===== src/rtl/fpu_add_pkg.sv =====
// Shared types and helpers for the FPU add/sub front end: function codes,
// fraction layout, FSM states and the unpacked-operand record.
package fpu_add_pkg;

  localparam int FRAC_W  = 26;
  localparam int EXP_W   = 8;
  localparam int SHIFT_W = 5;

  localparam logic [6:0]       FN_ADD      = 7'b0100000;
  localparam logic [6:0]       FN_SUB      = 7'b0100100;
  localparam logic [EXP_W-1:0] EXP_SPECIAL = 8'hFF;

  typedef enum logic [1:0] {
    IDLE  = 2'd0,
    ALIGN = 2'd1,
    DONE  = 2'd2
  } state_e;

  typedef struct packed {
    logic              sign;
    logic [EXP_W-1:0]  exp;
    logic [FRAC_W-1:0] frac;
  } operand_t;

  // Denormals read as exponent 1 with a zero hidden bit.
  function automatic operand_t unpack_op(input logic [31:0] fp);
    operand_t op;
    op.sign = fp[31];
    op.exp  = (fp[30:23] == 8'h00) ? 8'h01 : fp[30:23];
    op.frac = {(fp[30:23] != 8'h00), fp[22:0], 2'b00};
    return op;
  endfunction

  function automatic logic is_nan(input logic [31:0] fp);
    return (fp[30:23] == EXP_SPECIAL) && (fp[22:0] != 23'd0);
  endfunction

  function automatic logic is_inf(input logic [31:0] fp);
    return (fp[30:23] == EXP_SPECIAL) && (fp[22:0] == 23'd0);
  endfunction

endpackage


===== src/rtl/fpu_sticky_shift.sv =====
// Combinational right shift of an aligned fraction; every bit shifted out is
// OR-folded into bit 0 so rounding still sees the lost precision.
module fpu_sticky_shift
  import fpu_add_pkg::*;
(
  input  logic [FRAC_W-1:0]  frac_i,
  input  logic [SHIFT_W-1:0] step_i,
  output logic [FRAC_W-1:0]  frac_o
);

  logic [FRAC_W-1:0] mask_s;
  logic [FRAC_W-1:0] shifted_s;
  logic              sticky_s;

  always_comb begin
    mask_s    = (FRAC_W'(1) << step_i) - FRAC_W'(1);
    shifted_s = frac_i >> step_i;
    sticky_s  = |(frac_i & mask_s);
    frac_o    = {shifted_s[FRAC_W-1:1], shifted_s[0] | sticky_s};
  end

endmodule


===== src/rtl/fpu_add_align.sv =====
// Operand-alignment front end: unpacks and orders two singles, then shifts the
// smaller fraction a few bits per cycle until it sits on the larger exponent.
module fpu_add_align
  import fpu_add_pkg::*;
#(
  parameter int SHIFT_PER_CYCLE = 4,
  parameter int MAX_SHIFT       = 26
) (
  input  logic              clk,
  input  logic              rst,
  input  logic              in_valid,
  output logic              in_ready,
  input  logic [31:0]       floating_point1,
  input  logic [31:0]       floating_point2,
  input  logic [6:0]        function_mode,
  output logic              out_valid,
  input  logic              out_ready,
  output logic [EXP_W-1:0]  exponent_max,
  output logic [FRAC_W-1:0] frac_large,
  output logic [FRAC_W-1:0] frac_small,
  output logic              sign_large,
  output logic              sign_small,
  output logic              cmp_out,
  output logic              inv
);

  localparam logic [SHIFT_W-1:0] SPC_C       = SHIFT_W'(SHIFT_PER_CYCLE);
  localparam logic [EXP_W-1:0]   MAX_SHIFT_C = EXP_W'(MAX_SHIFT);

  state_e             state_q, state_d;
  logic [SHIFT_W-1:0] rem_q, rem_d;
  logic [EXP_W-1:0]   exp_q, exp_d;
  logic [FRAC_W-1:0]  fl_q, fl_d, fs_q, fs_d;
  logic               sl_q, sl_d, ss_q, ss_d;
  logic               cmp_q, cmp_d, inv_q, inv_d;
  logic               ov_q;

  operand_t           op_a_s, op_b_s, op_l_s, op_s_s;
  logic               is_sub_s, swap_s, special_s, inv_s, accept_s, load_s;
  logic [EXP_W-1:0]   diff_s;
  logic [SHIFT_W-1:0] ld_rem_s, step_s;
  logic [FRAC_W-1:0]  shifted_s;

  assign in_ready  = (state_q == IDLE) | ((state_q == DONE) & out_ready);
  assign accept_s  = in_valid & in_ready;

  // Unpack, sign-adjust for SUB, order by magnitude and size the shift.
  always_comb begin
    is_sub_s    = (function_mode == FN_SUB);
    op_a_s      = unpack_op(floating_point1);
    op_b_s      = unpack_op(floating_point2);
    op_b_s.sign = floating_point2[31] ^ is_sub_s;
    swap_s      = floating_point2[30:0] > floating_point1[30:0];
    op_l_s      = swap_s ? op_b_s : op_a_s;
    op_s_s      = swap_s ? op_a_s : op_b_s;
    special_s   = (floating_point1[30:23] == EXP_SPECIAL) |
                  (floating_point2[30:23] == EXP_SPECIAL);
    inv_s       = is_nan(floating_point1) | is_nan(floating_point2) |
                  (is_inf(floating_point1) & is_inf(floating_point2) &
                   (op_a_s.sign != op_b_s.sign));
    diff_s      = op_l_s.exp - op_s_s.exp;
    if (special_s) begin
      ld_rem_s = {SHIFT_W{1'b0}};
    end else if (diff_s >= MAX_SHIFT_C) begin
      ld_rem_s = SHIFT_W'(MAX_SHIFT);
    end else begin
      ld_rem_s = diff_s[SHIFT_W-1:0];
    end
  end

  // Per-cycle shift amount for the ALIGN loop.
  always_comb begin
    if (rem_q > SPC_C) begin
      step_s = SPC_C;
    end else begin
      step_s = rem_q;
    end
  end

  fpu_sticky_shift u_sticky_shift (
    .frac_i (fs_q),
    .step_i (step_s),
    .frac_o (shifted_s)
  );

  // Next-state and datapath update.
  always_comb begin
    state_d = state_q;
    rem_d   = rem_q;
    exp_d   = exp_q;
    fl_d    = fl_q;
    fs_d    = fs_q;
    sl_d    = sl_q;
    ss_d    = ss_q;
    cmp_d   = cmp_q;
    inv_d   = inv_q;
    load_s  = 1'b0;
    case (state_q)
      IDLE: begin
        load_s = accept_s;
      end
      ALIGN: begin
        fs_d = shifted_s;
        rem_d = rem_q - step_s;
        if (rem_d == {SHIFT_W{1'b0}}) begin
          state_d = DONE;
        end else begin
          state_d = ALIGN;
        end
      end
      DONE: begin
        if (out_ready) begin
          if (in_valid) begin
            load_s = 1'b1;
          end else begin
            state_d = IDLE;
          end
        end else begin
          state_d = DONE;
        end
      end
      default: begin
        state_d = IDLE;
      end
    endcase
    // Back-to-back accepts in DONE share the IDLE load path.
    if (load_s) begin
      exp_d   = special_s ? EXP_SPECIAL : op_l_s.exp;
      fl_d    = op_l_s.frac;
      fs_d    = op_s_s.frac;
      sl_d    = op_l_s.sign;
      ss_d    = op_s_s.sign;
      cmp_d   = swap_s;
      inv_d   = inv_s;
      rem_d   = ld_rem_s;
      state_d = (ld_rem_s == {SHIFT_W{1'b0}}) ? DONE : ALIGN;
    end else begin
      load_s = 1'b0;
    end
  end

  // State and output registers with synchronous reset.
  always_ff @(posedge clk) begin
    if (rst) begin
      state_q <= IDLE;
      rem_q   <= {SHIFT_W{1'b0}};
      exp_q   <= {EXP_W{1'b0}};
      fl_q    <= {FRAC_W{1'b0}};
      fs_q    <= {FRAC_W{1'b0}};
      sl_q    <= 1'b0;
      ss_q    <= 1'b0;
      cmp_q   <= 1'b0;
      inv_q   <= 1'b0;
      ov_q    <= 1'b0;
    end else begin
      state_q <= state_d;
      rem_q   <= rem_d;
      exp_q   <= exp_d;
      fl_q    <= fl_d;
      fs_q    <= fs_d;
      sl_q    <= sl_d;
      ss_q    <= ss_d;
      cmp_q   <= cmp_d;
      inv_q   <= inv_d;
      ov_q    <= (state_d == DONE);
    end
  end

  assign out_valid    = ov_q;
  assign exponent_max = exp_q;
  assign frac_large   = fl_q;
  assign frac_small   = fs_q;
  assign sign_large   = sl_q;
  assign sign_small   = ss_q;
  assign cmp_out      = cmp_q;
  assign inv          = inv_q;

endmodule


===== config.mk =====
export PLATFORM = sky130hd
export DESIGN_NAME = fpu_add_align
export DESIGN_NICKNAME = d
export VERILOG_FILES = /design/src/rtl/fpu_add_pkg.sv /design/src/rtl/fpu_sticky_shift.sv /design/src/rtl/fpu_add_align.sv
export SDC_FILE = /design/constraint.sdc
export NUM_CORES = 1
export LEC_CHECK = 0
export BUFFER_PORTS_ARGS = -buffer_cell sky130_fd_sc_hd__buf_2
export CORE_MARGIN = 1.5
export CORE_UTILIZATION = 50
export CTS_CLUSTER_DIAMETER = 50
export DETAILED_ROUTE_END_ITERATION = 10
export GPL_TIMING_DRIVEN = 0
export PLACE_DENSITY = 0.77
export SYNTH_ARGS = -nofsm -noshare
export SYNTH_HDL_FRONTEND = slang
export SYNTH_SLANG_ARGS = --single-unit

===== constraint.sdc =====
create_clock -name clk -period 10.4 [get_ports clk]
set_clock_uncertainty 0.1 [all_clocks]
set_input_delay 1.04 -clock clk [delete_from_list [all_inputs] [get_ports clk]]
set_output_delay 1.04 -clock clk [all_outputs]
set_load 0.01 [all_outputs]

==> metrics.txt, run 1 <==
# TYPE chip_impl_metric gauge
chip_impl_info{name="timing.critical_path.cells",value="buf_2 -> inv_1 -> ha_1 -> nand4_1 -> nor3_1 -> nand4_1 -> and2_1 -> a22oi_1 -> buf_6 -> buf_8 -> buf_4 -> mux2i_1 -> ha_1 -> fa_1 -> nor2b_1 -> o2111ai_1 -> nand3_1 -> and3_1 -> o31ai_1 -> a211oi_1 -> a311oi_1"} 1
chip_impl_info{name="timing.hold.worst_endpoint",value="sign_large"} 1
chip_impl_metric{name="place_inst",unit=""} 986
chip_impl_metric{name="antenna-diode-count",unit=""} 0
chip_impl_metric{name="total_leakage_power",unit="nW"} 3.12
chip_impl_metric{name="floorplan.core_area",unit="um2"} 11400
chip_impl_metric{name="drt-initial-drc-count",unit=""} 598
chip_impl_metric{name="detailedPlacementHpwl",unit="um"} 14200
chip_impl_metric{name="cellPowerDensity",unit="nW/um2"} 171
chip_impl_metric{name="num_rows",unit=""} 39
chip_impl_metric{name="drc",unit=""} 0
chip_impl_metric{name="vias",unit=""} 6144
chip_impl_metric{name="grt_pass1_wl",unit="um"} 30000
chip_impl_metric{name="post_synth_inst_count",unit=""} 704
chip_impl_info{name="worst-setup-path-type",value="input port to register"} 1
chip_impl_metric{name="ios",unit=""} 141
chip_impl_metric{name="fin_nets",unit=""} 971
chip_impl_metric{name="clkTransAtPathRegs",unit="ps"} 60
chip_impl_metric{name="postSynthRegisterBits",unit=""} 70
chip_impl_metric{name="first_global_vias",unit=""} 5728
chip_impl_metric{name="placement.cell_area",unit="um2"} 6690
chip_impl_metric{name="cts_sinks",unit=""} 70
chip_impl_metric{name="maximum_clock_rate",unit="GHz"} 0.180
chip_impl_info{name="rsz0062_at_grt",value="no"} 1
chip_impl_metric{name="cts_max_path_buffers",unit=""} 2
chip_impl_metric{name="antenna_violations_before_repair",unit=""} 0
chip_impl_info{name="outcome",value="finished, final reports clean"} 1
chip_impl_metric{name="power_frac_seq",unit="%"} 29.3
chip_impl_metric{name="post_synth_num_cell_types",unit=""} 64
chip_impl_metric{name="postSynthAreaPerCell",unit="um2"} 8.26
chip_impl_metric{name="async_reset_ff_share",unit="%"} 0
chip_impl_metric{name="synth.top_cell.area_share",unit="%"} 24.1
chip_impl_metric{name="place.port_buffers",unit=""} 138
chip_impl_metric{name="cp.arrival",unit="ps"} 5690
chip_impl_metric{name="cts.repair_timing.setup_buffer_count",unit=""} 0
chip_impl_metric{name="critical_path_peak_fanout",unit=""} 10
chip_impl_metric{name="share_of_total_power_in_combinational_logic",unit="%"} 38.5
chip_impl_metric{name="final_wl",unit="um"} 18700
chip_impl_metric{name="swShare",unit="%"} 36.7
chip_impl_metric{name="maxCapViolCount",unit=""} 0
chip_impl_metric{name="vias_per_cell",unit=""} 6.13
chip_impl_metric{name="hold_depth",unit=""} 2
chip_impl_metric{name="drv_slew",unit=""} 0
chip_impl_metric{name="clk_latency",unit="ps"} 340
chip_impl_metric{name="final_instance_area",unit="um2"} 7060
chip_impl_metric{name="ant_nets",unit=""} 0
chip_impl_metric{name="dieWidth",unit="um"} 111
chip_impl_info{name="synth_area_leaders",value="sky130_fd_sc_hd__dfxtp_1 (24%), sky130_fd_sc_hd__ha_1 (8.8%), sky130_fd_sc_hd__mux4_2 (8.5%)"} 1
chip_impl_info{name="worst_setup_path_startpoint",value="floating_point1[30]"} 1
chip_impl_metric{name="track_usage",unit="%"} 30.5
chip_impl_metric{name="synthesis.area",unit="um2"} 5810
chip_impl_metric{name="slew_headroom",unit="%"} 53.9
chip_impl_metric{name="n_fill_cell",unit=""} 1015
chip_impl_metric{name="ctsHtreeMaxLevel",unit=""} 3
chip_impl_metric{name="largest_net_degree_at_the_start_of_global_routing",unit=""} 14
chip_impl_metric{name="grt_overflow_total",unit=""} 0
chip_impl_metric{name="timing.critical_path.slowest_cell_delay",unit="ps"} 460
chip_impl_info{name="reg2reg_to",value="out_valid"} 1
chip_impl_metric{name="die_area",unit="um2"} 12300
chip_impl_metric{name="flop2flop_setup_slack",unit="ps"} 7050
chip_impl_metric{name="areaGrowthSynthToFinish",unit="%"} 21.4
chip_impl_metric{name="cts_buffer_count",unit=""} 9
chip_impl_metric{name="critical_path_required",unit="ps"} 10540
chip_impl_metric{name="net-switching-power",unit="uW"} 441
chip_impl_metric{name="power_report.internal_total",unit="uW"} 762
chip_impl_metric{name="gp_routability_congestion",unit=""} 0.953
chip_impl_metric{name="die-height",unit="um"} 111
chip_impl_metric{name="power.clock.fraction",unit="%"} 32.2
chip_impl_metric{name="number_of_buffers_inserted_for_hold_repair_after_clock_tree_synthesis",unit=""} 0
chip_impl_info{name="cts_tree",value="yes"} 1
chip_impl_info{name="yosys-top-cells-count",value="sky130_fd_sc_hd__nor2_1 (77), sky130_fd_sc_hd__dfxtp_1 (70), sky130_fd_sc_hd__nand2_1 (69), sky130_fd_sc_hd__ha_1 (41), sky130_fd_sc_hd__mux2i_1 (38)"} 1
chip_impl_metric{name="yosysSeqAreaShare",unit="%"} 24.1
chip_impl_metric{name="setup_tns",unit="ps"} 0
chip_impl_metric{name="count_of_yosys_warnings_during_synthesis",unit=""} 0
chip_impl_info{name="timing.hold.worst.class",value="register to register"} 1
chip_impl_metric{name="drt_first_pass_iters",unit=""} 5
chip_impl_info{name="postSynth.topFlopCell",value="sky130_fd_sc_hd__dfxtp_1"} 1
chip_impl_metric{name="buf_inv_stages_crit_path",unit=""} 5
chip_impl_metric{name="floorplan.initialDensity",unit="%"} 51.1
chip_impl_info{name="hp-start",value="sign_large"} 1
chip_impl_info{name="family_with_the_most_delay_on_the_worst_path",value="compound AO/OA/AOI/OAI gates"} 1
chip_impl_metric{name="final_hold_viol_count",unit=""} 0
chip_impl_metric{name="post_cts_resized",unit=""} 0
chip_impl_metric{name="final.min_clock_period",unit="ps"} 5550
chip_impl_metric{name="irDropWorstVdd",unit="uV"} 85.9
chip_impl_metric{name="post_drt_wl_per_cell",unit="um"} 18.7
chip_impl_metric{name="final_layout_size_suffix_gt1_share",unit="%"} 24.6
chip_impl_metric{name="fin_crit_sh",unit="%"} 53.3
chip_impl_info{name="critical-path-slowest-cell",value="sky130_fd_sc_hd__o31ai_1"} 1
chip_impl_metric{name="finalCoreUtilization",unit="%"} 62.1
chip_impl_metric{name="reg2reg_depth",unit=""} 13
chip_impl_metric{name="report.power.total",unit="mW"} 1.20
chip_impl_metric{name="stdcell_count",unit=""} 1002
chip_impl_metric{name="setup_viol_count_final",unit=""} 0
chip_impl_info{name="post_synthesis_cell_type_with_the_largest_combined_area",value="sky130_fd_sc_hd__dfxtp_1"} 1
chip_impl_info{name="crit_path_start_kind",value="input port"} 1
chip_impl_info{name="cts.root.buffer_cell",value="sky130_fd_sc_hd__clkbuf_16"} 1
chip_impl_info{name="synth_most_common_cell",value="sky130_fd_sc_hd__nor2_1"} 1
chip_impl_metric{name="worst_slew_pin_slew",unit="ps"} 692
chip_impl_info{name="crit-reg2reg-launch",value="rem_q[2]"} 1
chip_impl_metric{name="synth-edff-count",unit=""} 0
chip_impl_info{name="cp-end-kind",value="register"} 1
## sequential cells by signal, summed over array words and instances, names as in the netlist
register      cells
exponent_max      8
sign_small        1
out_valid         1
rem_q             5
cmp_out           1
frac_small       26
sign_large        1
state_q           2
inv               1
frac_large       24
## worst reg2reg max path: cells and delay by family (launching register included)
family	cells	cell delay [ps]
AO/OA/AOI/OAI	5	840
adder cells (fa/ha/maj)	1	250
buffers and inverters	4	1270
flip-flops	1	300
AND/OR/NAND/NOR	3	480
## through the flow
step	hold slack, ps	worst slack [ps]
detailed placement	356	4580
floorplan	383	5440
CTS	383	4920
global route	426	4460
global placement	359	4680
finish	394	4850
## power groups by stage
| stage | combinational (mW) | clock (mW) | sequential [mW] |
|---|---|---|---|
| global placement | 0.448 | 0 | 0.356 |
| CTS | 0.456 | 0.392 | 0.351 |
| detailed placement | 0.452 | 0 | 0.356 |
| finish | 0.463 | 0.388 | 0.353 |
| global route | 0.507 | 0.403 | 0.358 |
| floorplan | 0.302 | 0 | 0.359 |
## final cells by class
type                            instances  area (um2)  area share (%)
Inverter                               37         139            1.97
Buffer                                 51         292            4.13
Clock buffer                            9         225            3.19
Sequential cell                        70        1400            19.9
Clock inverter                          7         145            2.06
Timing Repair Buffer                  138         691            9.79
Multi-Input combinational cell        547        3990            56.5
Tap cell                              143         179            2.54
## placed cells by master, fill, tap and decap left out, types with 16 or more instances in the layout
cell type / n
sky130_fd_sc_hd__buf_2: 142
sky130_fd_sc_hd__nor2_1: 77
sky130_fd_sc_hd__dfxtp_1: 70
sky130_fd_sc_hd__nand2_1: 69
sky130_fd_sc_hd__ha_1: 41
sky130_fd_sc_hd__mux2i_1: 38
sky130_fd_sc_hd__inv_1: 37
sky130_fd_sc_hd__clkbuf_1: 34
sky130_fd_sc_hd__a21oi_1: 32
sky130_fd_sc_hd__a211oi_1: 31
sky130_fd_sc_hd__o21ai_0: 31
sky130_fd_sc_hd__nand3_1: 24
sky130_fd_sc_hd__mux4_2: 22
sky130_fd_sc_hd__nor4_1: 17
sky130_fd_sc_hd__o22ai_1: 16
## how the worst max path moves through the flow
stage,end,slack (ps),cells after the start
final,state_q[0],4850,21
after global routing,state_q[0],4460,21
after CTS,state_q[0],4920,21
after detailed placement,state_q[0],4580,21
after global placement,state_q[0],4680,20
after floorplan,state_q[0],5440,19
## per-layer routing
metal / wire [um] / global-route usage [%]
met1: 8230 / 43.2
met2: 8420 / 47.8
met3: 1720 / 5.19
met4: 374 / 9.32
met5: 0 / 0
## kinds of logic after synthesis
family | after synthesis | share of synthesized area [%]
flip-flops | 70 | 24.1
multiplexers | 66 | 16.2
AND/OR/NAND/NOR | 255 | 21.1
buffers and inverters | 88 | 7.40
AO/OA/AOI/OAI | 175 | 21.0
XOR/XNOR | 6 | 0.904
adder cells (fa/ha/maj) | 42 | 9.17
other | 2 | 0.129
Power figures use the tool's default switching activity.
==> inputs of run 2 (changes only) <==
--- a/config.mk
+++ b/config.mk
@@ -5,6 +5,7 @@
 export SDC_FILE = /design/constraint.sdc
 export NUM_CORES = 1
 export LEC_CHECK = 0
+export ABC_AREA = 1
 export BUFFER_PORTS_ARGS = -buffer_cell sky130_fd_sc_hd__buf_2
 export CORE_MARGIN = 1.5
 export CORE_UTILIZATION = 50
==> constraint.sdc (replaced) <==
create_clock -name clk -period 5.23 [get_ports clk]
set_clock_uncertainty 0.1 [all_clocks]
set_input_delay 0.523 -clock clk [delete_from_list [all_inputs] [get_ports clk]]
set_output_delay 0.523 -clock clk [all_outputs]
set_load 0.01 [all_outputs]
==> run 2 against run 1 <==
Effect of this change: worst hold slack got worse by 40 ps; critical path depth rose by 5; die area rose by 3.3%; flip-flop and latch count did not move; total power rose by 120%; cell count rose by 26%; synthesized cell count rose by 37%; final area rose by 2.4%; synthesized area rose by 3.4%; routed wire length rose by 4.7%; sequential power rose by 100%; global-route usage rose by 0.41 points.
==> metrics.txt, run 2 <==
# TYPE chip_impl_metric gauge
chip_impl_metric{name="antenna_violations_before_repair",unit=""} 0
chip_impl_info{name="rsz0062_at_grt",value="no"} 1
chip_impl_info{name="mostFrequentLayoutCell",value="sky130_fd_sc_hd__nand2_1"} 1
chip_impl_metric{name="maxCapViolCount",unit=""} 0
chip_impl_metric{name="vias",unit=""} 7065
chip_impl_metric{name="critical_path_required",unit="ps"} 5340
chip_impl_metric{name="total_leakage_power",unit="nW"} 3.74
chip_impl_metric{name="dieWidth",unit="um"} 113
chip_impl_metric{name="async_reset_ff_share",unit="%"} 0
chip_impl_metric{name="areaGrowthSynthToFinish",unit="%"} 20.2
chip_impl_metric{name="report.power.total",unit="mW"} 2.61
chip_impl_metric{name="ios",unit=""} 141
chip_impl_metric{name="power_frac_seq",unit="%"} 27.4
chip_impl_metric{name="cts.repair_timing.setup_buffer_count",unit=""} 0
chip_impl_info{name="cts_tree",value="yes"} 1
chip_impl_metric{name="cts_buffer_count",unit=""} 9
chip_impl_metric{name="worst_slew_pin_slew",unit="ps"} 581
chip_impl_metric{name="final_layout_size_suffix_gt1_share",unit="%"} 19.5
chip_impl_info{name="outcome",value="finished, final reports clean"} 1
chip_impl_info{name="post_synthesis_cell_type_with_the_largest_combined_area",value="sky130_fd_sc_hd__dfxtp_1"} 1
chip_impl_metric{name="final_instance_area",unit="um2"} 7230
chip_impl_metric{name="met1_usage",unit="%"} 43.1
chip_impl_metric{name="timing.critical_path.slowest_cell_delay",unit="ps"} 390
chip_impl_metric{name="largest_net_degree_at_the_start_of_global_routing",unit=""} 14
chip_impl_metric{name="fin_crit_sh",unit="%"} 79.5
chip_impl_metric{name="power.clock.fraction",unit="%"} 28.3
chip_impl_metric{name="final_hold_viol_count",unit=""} 0
chip_impl_metric{name="cts_sinks",unit=""} 70
chip_impl_info{name="yosys-top-cells-count",value="sky130_fd_sc_hd__nand2_1 (204), sky130_fd_sc_hd__o21ai_0 (126), sky130_fd_sc_hd__inv_1 (120), sky130_fd_sc_hd__nor2_1 (81), sky130_fd_sc_hd__dfxtp_1 (70)"} 1
chip_impl_metric{name="gp_routability_congestion",unit=""} 0.989
chip_impl_metric{name="detailedPlacementHpwl",unit="um"} 15300
chip_impl_metric{name="postSynthAreaPerCell",unit="um2"} 6.23
chip_impl_metric{name="die-height",unit="um"} 113
chip_impl_metric{name="floorplan.initialDensity",unit="%"} 52.0
chip_impl_metric{name="share_of_total_power_in_combinational_logic",unit="%"} 44.4
chip_impl_info{name="critical-path-slowest-cell",value="sky130_fd_sc_hd__fa_1"} 1
chip_impl_metric{name="post_drt_wl_per_cell",unit="um"} 15.6
chip_impl_info{name="crit_path_start_kind",value="input port"} 1
chip_impl_metric{name="track_usage",unit="%"} 31.0
chip_impl_metric{name="post_synth_inst_count",unit=""} 965
chip_impl_metric{name="drt_first_pass_iters",unit=""} 8
chip_impl_metric{name="cellPowerDensity",unit="nW/um2"} 361
chip_impl_metric{name="placement.cell_area",unit="um2"} 6880
chip_impl_info{name="layout_common_cells",value="sky130_fd_sc_hd__nand2_1 (204), sky130_fd_sc_hd__buf_2 (149), sky130_fd_sc_hd__o21ai_0 (126)"} 1
chip_impl_metric{name="final.min_clock_period",unit="ps"} 4160
chip_impl_metric{name="ant_nets",unit=""} 0
chip_impl_metric{name="fin_nets",unit=""} 1231
chip_impl_metric{name="slew_headroom",unit="%"} 61.3
chip_impl_metric{name="buf_inv_stages_crit_path",unit=""} 7
chip_impl_metric{name="grt.met3_usage",unit="%"} 4.54
chip_impl_metric{name="grt_overflow_total",unit=""} 0
chip_impl_metric{name="maximum_clock_rate",unit="GHz"} 0.240
chip_impl_metric{name="die_area",unit="um2"} 12700
chip_impl_metric{name="pnr_worst_setup_slack",unit="ps"} 1070
chip_impl_metric{name="critical_path_peak_fanout",unit=""} 10
chip_impl_metric{name="ctsHtreeMaxLevel",unit=""} 3
chip_impl_metric{name="setup_viol_count_final",unit=""} 0
chip_impl_metric{name="swShare",unit="%"} 42.2
chip_impl_metric{name="count_of_yosys_warnings_during_synthesis",unit=""} 0
chip_impl_metric{name="post_synth_num_cell_types",unit=""} 43
chip_impl_metric{name="storage_element_area",unit="um2"} 1400
chip_impl_metric{name="met2_layer_usage_reported_by_global_route",unit="%"} 48.5
chip_impl_metric{name="cp.arrival",unit="ps"} 4270
chip_impl_metric{name="synth-edff-count",unit=""} 0
chip_impl_metric{name="drc",unit=""} 0
chip_impl_metric{name="setup_tns",unit="ps"} 0
chip_impl_info{name="worst-setup-path-type",value="input port to register"} 1
chip_impl_info{name="timing.hold.worst.class",value="input port to register"} 1
chip_impl_metric{name="synthesis.area",unit="um2"} 6010
chip_impl_metric{name="net-switching-power",unit="mW"} 1.10
chip_impl_metric{name="postSynthRegisterBits",unit=""} 70
chip_impl_metric{name="synth.top_cell.area_share",unit="%"} 23.3
chip_impl_info{name="postSynth.topFlopCell",value="sky130_fd_sc_hd__dfxtp_1"} 1
chip_impl_metric{name="irDropWorstVdd",unit="uV"} 199
chip_impl_info{name="cts.root.buffer_cell",value="sky130_fd_sc_hd__clkbuf_16"} 1
chip_impl_metric{name="yosysSeqAreaShare",unit="%"} 23.3
chip_impl_metric{name="num_rows",unit=""} 39
chip_impl_metric{name="clkTransAtPathRegs",unit="ps"} 60
chip_impl_metric{name="drv_slew",unit=""} 0
chip_impl_info{name="synth_most_common_cell",value="sky130_fd_sc_hd__nand2_1"} 1
chip_impl_metric{name="grt_pass1_wl",unit="um"} 31300
chip_impl_metric{name="largest_register_ff_count",unit=""} 26
chip_impl_info{name="cp-end-kind",value="register"} 1
chip_impl_metric{name="place.port_buffers",unit=""} 137
chip_impl_metric{name="cts_max_path_buffers",unit=""} 2
chip_impl_metric{name="vias_per_cell",unit=""} 5.60
chip_impl_metric{name="number_of_buffers_inserted_for_hold_repair_after_clock_tree_synthesis",unit=""} 0
chip_impl_metric{name="placement.setup.worst_slack",unit="ps"} 804
chip_impl_metric{name="n_fill_cell",unit=""} 1132
chip_impl_metric{name="final.hold.worst_slack",unit="ps"} 354
chip_impl_info{name="family_with_the_most_delay_on_the_worst_path",value="simple AND/OR/NAND/NOR gates"} 1
chip_impl_metric{name="final_wl",unit="um"} 19600
chip_impl_metric{name="multi_input_gate_area",unit="um2"} 3840
chip_impl_metric{name="floorplan.core_area",unit="um2"} 11600
chip_impl_metric{name="first_global_vias",unit=""} 6248
chip_impl_metric{name="antenna-diode-count",unit=""} 0
chip_impl_metric{name="clk_latency",unit="ps"} 350
chip_impl_metric{name="drt-initial-drc-count",unit=""} 870
chip_impl_metric{name="power_report.internal_total",unit="mW"} 1.51
chip_impl_info{name="synth_area_leaders",value="sky130_fd_sc_hd__dfxtp_1 (23%), sky130_fd_sc_hd__nand2_1 (13%), sky130_fd_sc_hd__o21ai_0 (10%)"} 1
chip_impl_info{name="gr-max-usage-layer",value="met2"} 1
chip_impl_metric{name="post_cts_resized",unit=""} 0
## run 2: changes by cell type in the layout (fill, tap and decap cells not counted), sizes merged, moves of 10 or more
cell / previous run / this run
a211oi: 33 / 1
inv: 38 / 127
nand2: 69 / 215
a21oi: 34 / 61
nor3: 15 / 5
o21ai: 33 / 176
mux2i: 38 / 10
and3: 15 / 0
buf: 155 / 165
o22ai: 16 / 3
nand3: 24 / 59
mux4: 22 / 0
clkbuf: 43 / 30
## run 2: cells by family (layout without fill, tap and decap cells)
| family | after synthesis | after routing | synth area share [%] |
|---|---|---|---|
| XOR/XNOR | 4 | 4 | 0.583 |
| multiplexers | 10 | 10 | 1.66 |
| other | 2 | 3 | 0.125 |
| buffers and inverters | 176 | 329 | 12.9 |
| AO/OA/AOI/OAI | 263 | 263 | 23.5 |
| flip-flops | 70 | 70 | 23.3 |
| adder cells (fa/ha/maj) | 42 | 42 | 8.87 |
| AND/OR/NAND/NOR | 398 | 398 | 29.0 |
## run 2: per-stage QoR
step / utilization, % / std cells
after floorplan: - / 966
after global placement: 59.5 / 1246
after detailed placement: 59.5 / 1246
after CTS: 62.5 / 1262
after global routing: 62.5 / 1262
final: 62.5 / 1262
## run 2: per-layer routing
metal / vias up / share of wire, %
met4: 0 / 2.7
li1: 3516 / -
met5: - / 0
met3: 46 / 8.2
met1: 3169 / 44
met2: 334 / 45
## run 2: cell type report
class	instances	share of cell area [%]
timing repair buffer	137	9.49
clock buffer	9	3.12
multi-input combinational	720	53.1
tap	143	2.48
buffer	49	4.16
clock inverter	7	1.68
inverter	127	6.60
sequential	70	19.4
## run 2: worst paths after layout
| check | slack [ps] | startpoint | cells after the start | endpoint |
|---|---|---|---|---|
| max | 1070 | floating_point1[30] | 26 | rem_q[1] |
| min | 350 | floating_point1[17] | 3 | frac_large[19] |
| max reg2reg | 3110 | rem_q[3] | 15 | frac_small[0] |
| min reg2reg | 380 | frac_large[20] | 2 | frac_large[20] |
## run 2: tightest hold or removal path: stages
cell                      delay [ps]
sky130_fd_sc_hd__buf_2           100
sky130_fd_sc_hd__nor2_1           40
sky130_fd_sc_hd__o21ai_1         110
## run 2: power by group through the flow
stage                     Sequential, mW  Clock [mW]  Combinational [mW]
after floorplan                    0.742           0               0.752
after global placement             0.721           0                1.12
after detailed placement           0.722           0                1.13
after CTS                          0.711       0.736                1.14
after global routing               0.724       0.763                1.29
final                              0.715       0.738                1.16
==> inputs of run 3 (changes only) <==
--- a/config.mk
+++ b/config.mk
@@ -5,7 +5,7 @@
 export SDC_FILE = /design/constraint.sdc
 export NUM_CORES = 1
 export LEC_CHECK = 0
-export ABC_AREA = 1
+export ABC_AREA = 0
 export BUFFER_PORTS_ARGS = -buffer_cell sky130_fd_sc_hd__buf_2
 export CORE_MARGIN = 1.5
 export CORE_UTILIZATION = 50
==> constraint.sdc (replaced) <==
create_clock -name clk -period 4.3 [get_ports clk]
set_clock_uncertainty 0.1 [all_clocks]
set_input_delay 0.43 -clock clk [delete_from_list [all_inputs] [get_ports clk]]
set_output_delay 0.43 -clock clk [all_outputs]
set_load 0.01 [all_outputs]
==> run 3 against run 2 <==
Effect of this change: combinational power is 7% higher; worst hold slack lost 52 ps; first-iteration DRC count down 30%; sequential share of layout area fell by 0.39 points; global-route usage grew 0.15 points; die area down 3.2%; routed wire length is 1.0% lower; worst setup slack worse by 1000 ps.
==> metrics.txt, run 3 (same netlist as run 1, synthesis figures left out) <==
# TYPE chip_impl_metric gauge
chip_impl_info{name="outcome",value="finished, final reports clean"} 1
chip_impl_info{name="cts_tree",value="yes"} 1
chip_impl_metric{name="net-switching-power",unit="mW"} 1.10
chip_impl_metric{name="die_area",unit="um2"} 12300
chip_impl_info{name="cts.root.buffer_cell",value="sky130_fd_sc_hd__clkbuf_16"} 1
chip_impl_info{name="cp-end-kind",value="register"} 1
chip_impl_metric{name="grt_overflow_total",unit=""} 0
chip_impl_metric{name="drt_first_pass_iters",unit=""} 5
chip_impl_metric{name="place.port_buffers",unit=""} 138
chip_impl_metric{name="fin_nets",unit=""} 982
chip_impl_metric{name="floorplan.core_area",unit="um2"} 11400
chip_impl_metric{name="clk_latency",unit="ps"} 340
chip_impl_info{name="mostFrequentLayoutCell",value="sky130_fd_sc_hd__buf_2"} 1
chip_impl_metric{name="pnr_worst_setup_slack",unit="ps"} 54.9
chip_impl_metric{name="antenna_violations_before_repair",unit=""} 0
chip_impl_metric{name="share_of_total_power_in_combinational_logic",unit="%"} 43.2
chip_impl_metric{name="critical_path_peak_fanout",unit=""} 5
chip_impl_metric{name="worst_slew_pin_slew",unit="ps"} 715
chip_impl_metric{name="total_leakage_power",unit="nW"} 3.19
chip_impl_metric{name="cp.arrival",unit="ps"} 4380
chip_impl_metric{name="cts_buffer_count",unit=""} 9
chip_impl_metric{name="ctsHtreeMaxLevel",unit=""} 3
chip_impl_info{name="timing.critical_path.cells",value="buf_2 -> inv_1 -> ha_1 -> nand4_1 -> nor3_4 -> nand4_1 -> and2_1 -> a22oi_2 -> buf_6 -> buf_4 -> mux2_2 -> ha_4 -> nor2b_4 -> o2111ai_2 -> nand3_2 -> buf_4 -> nor4b_4 -> o31ai_4 -> a21o_1 -> o31a_1"} 1
chip_impl_metric{name="largest_net_degree_at_the_start_of_global_routing",unit=""} 20
chip_impl_info{name="family_with_the_most_delay_on_the_worst_path",value="simple AND/OR/NAND/NOR gates"} 1
chip_impl_metric{name="cts_sinks",unit=""} 70
chip_impl_metric{name="final_instance_area",unit="um2"} 7380
chip_impl_metric{name="die-height",unit="um"} 111
chip_impl_metric{name="ios",unit=""} 141
chip_impl_metric{name="gp_routability_congestion",unit=""} 0.938
chip_impl_metric{name="dieWidth",unit="um"} 111
chip_impl_metric{name="post_drt_wl_per_cell",unit="um"} 19.2
chip_impl_info{name="layout_common_cells",value="sky130_fd_sc_hd__buf_2 (138), sky130_fd_sc_hd__nor2_1 (77), sky130_fd_sc_hd__dfxtp_1 (70)"} 1
chip_impl_metric{name="drc",unit=""} 0
chip_impl_info{name="timing.hold.worst.class",value="input port to register"} 1
chip_impl_metric{name="final_wl",unit="um"} 19400
chip_impl_metric{name="track_usage",unit="%"} 31.1
chip_impl_metric{name="num_rows",unit=""} 39
chip_impl_info{name="critical-path-slowest-cell",value="sky130_fd_sc_hd__mux2_2"} 1
chip_impl_metric{name="number_of_buffers_inserted_for_hold_repair_after_clock_tree_synthesis",unit=""} 0
chip_impl_metric{name="buf_inv_stages_crit_path",unit=""} 5
chip_impl_metric{name="areaGrowthSynthToFinish",unit="%"} 26.9
chip_impl_metric{name="power_report.internal_total",unit="mW"} 1.76
chip_impl_metric{name="antenna-diode-count",unit=""} 0
chip_impl_metric{name="setup_viol_count_final",unit=""} 0
chip_impl_metric{name="irDropWorstVdd",unit="uV"} 232
chip_impl_metric{name="timing.critical_path.slowest_cell_delay",unit="ps"} 390
chip_impl_metric{name="fin_crit_sh",unit="%"} 98.7
chip_impl_info{name="worst-setup-path-type",value="input port to register"} 1
chip_impl_metric{name="place_inst",unit=""} 986
chip_impl_metric{name="drv_slew",unit=""} 0
chip_impl_metric{name="placement.cell_area",unit="um2"} 6690
chip_impl_metric{name="vias",unit=""} 6422
chip_impl_info{name="rsz0062_at_grt",value="yes"} 1
chip_impl_metric{name="slew_headroom",unit="%"} 52.1
chip_impl_metric{name="largest_register_ff_count",unit=""} 26
chip_impl_metric{name="finalCoreUtilization",unit="%"} 64.9
chip_impl_metric{name="first_global_vias",unit=""} 5963
chip_impl_metric{name="drt-initial-drc-count",unit=""} 611
chip_impl_metric{name="stdcell_count",unit=""} 1013
chip_impl_metric{name="maximum_clock_rate",unit="GHz"} 0.236
chip_impl_metric{name="maxCapViolCount",unit=""} 0
chip_impl_metric{name="final_hold_viol_count",unit=""} 0
chip_impl_metric{name="critical_path_required",unit="ps"} 4440
chip_impl_metric{name="ant_nets",unit=""} 0
chip_impl_metric{name="final_layout_size_suffix_gt1_share",unit="%"} 28.7
chip_impl_metric{name="setup_tns",unit="ps"} 0
chip_impl_metric{name="floorplan.initialDensity",unit="%"} 51.1
chip_impl_metric{name="detailedPlacementHpwl",unit="um"} 14100
chip_impl_metric{name="power_frac_seq",unit="%"} 29.7
chip_impl_metric{name="final.min_clock_period",unit="ps"} 4250
chip_impl_metric{name="clkTransAtPathRegs",unit="ps"} 60
chip_impl_metric{name="cellPowerDensity",unit="nW/um2"} 389
chip_impl_metric{name="swShare",unit="%"} 38.5
chip_impl_metric{name="grt_pass1_wl",unit="um"} 30800
chip_impl_metric{name="vias_per_cell",unit=""} 6.34
chip_impl_metric{name="cts_max_path_buffers",unit=""} 2
chip_impl_metric{name="placement.setup.worst_slack",unit="ps"} -985
chip_impl_info{name="crit_path_start_kind",value="input port"} 1
chip_impl_metric{name="n_fill_cell",unit=""} 972
chip_impl_metric{name="power.clock.fraction",unit="%"} 27.1
run 3: through the flow:
stage | power (mW) | hold slack [ps]
after detailed placement | 1.96 | 352
after global routing | 3.02 | 317
after global placement | 1.94 | 369
after floorplan | 1.60 | 383
after CTS | 2.78 | 292
final | 2.87 | 302
run 3: path summary, 6_finish.rpt:
check	slack [ps]	from	cells past startpoint	end
min	300	floating_point1[31]	3	sign_large
max reg2reg	900	rem_q[2]	13	state_q[1]
max	50	floating_point1[27]	20	rem_q[1]
min reg2reg	390	sign_large	2	sign_large
run 3: final cells by class:
type / count / area (um2) / area share, %
timing repair buffer: 151 / 808 / 11.0
clock inverter: 3 / 42.5 / 0.577
multi-input combinational: 547 / 4260 / 57.7
sequential: 70 / 1400 / 19.0
tap: 143 / 179 / 2.43
clock buffer: 13 / 260 / 3.53
inverter: 37 / 139 / 1.88
buffer: 49 / 289 / 3.92
run 3: what timing repair did:
| item | CTS | global route |
|---|---|---|
| setup buffers | 6 | 7 |
| resized for setup | 20 | 24 |
| pin swaps | 8 | 9 |
| setup endpoints to repair | 8 | 8 |
run 3: layer usage:
| metal | GRT usage, % | share of wire (%) | routed length [um] |
|---|---|---|---|
| met1 | 42.2 | 43 | 8270 |
| met2 | 49.3 | 45 | 8780 |
| met3 | 6.51 | 9.6 | 1870 |
| met4 | 10.6 | 2.6 | 504 |
| met5 | 0 | 0 | 0 |
run 3: worst min-delay path, delay by kind of cell:
family	cells	cell delay [ps]
buf+inv	1	120
compound gates	1	90
simple gates	1	70
run 3: power groups by stage:
stage	clock, mW	sequential [mW]	combinational, mW
global placement	0	0.860	1.08
finish	0.778	0.851	1.24
global route	0.814	0.865	1.34
detailed placement	0	0.860	1.10
floorplan	0	0.868	0.735
CTS	0.777	0.847	1.15
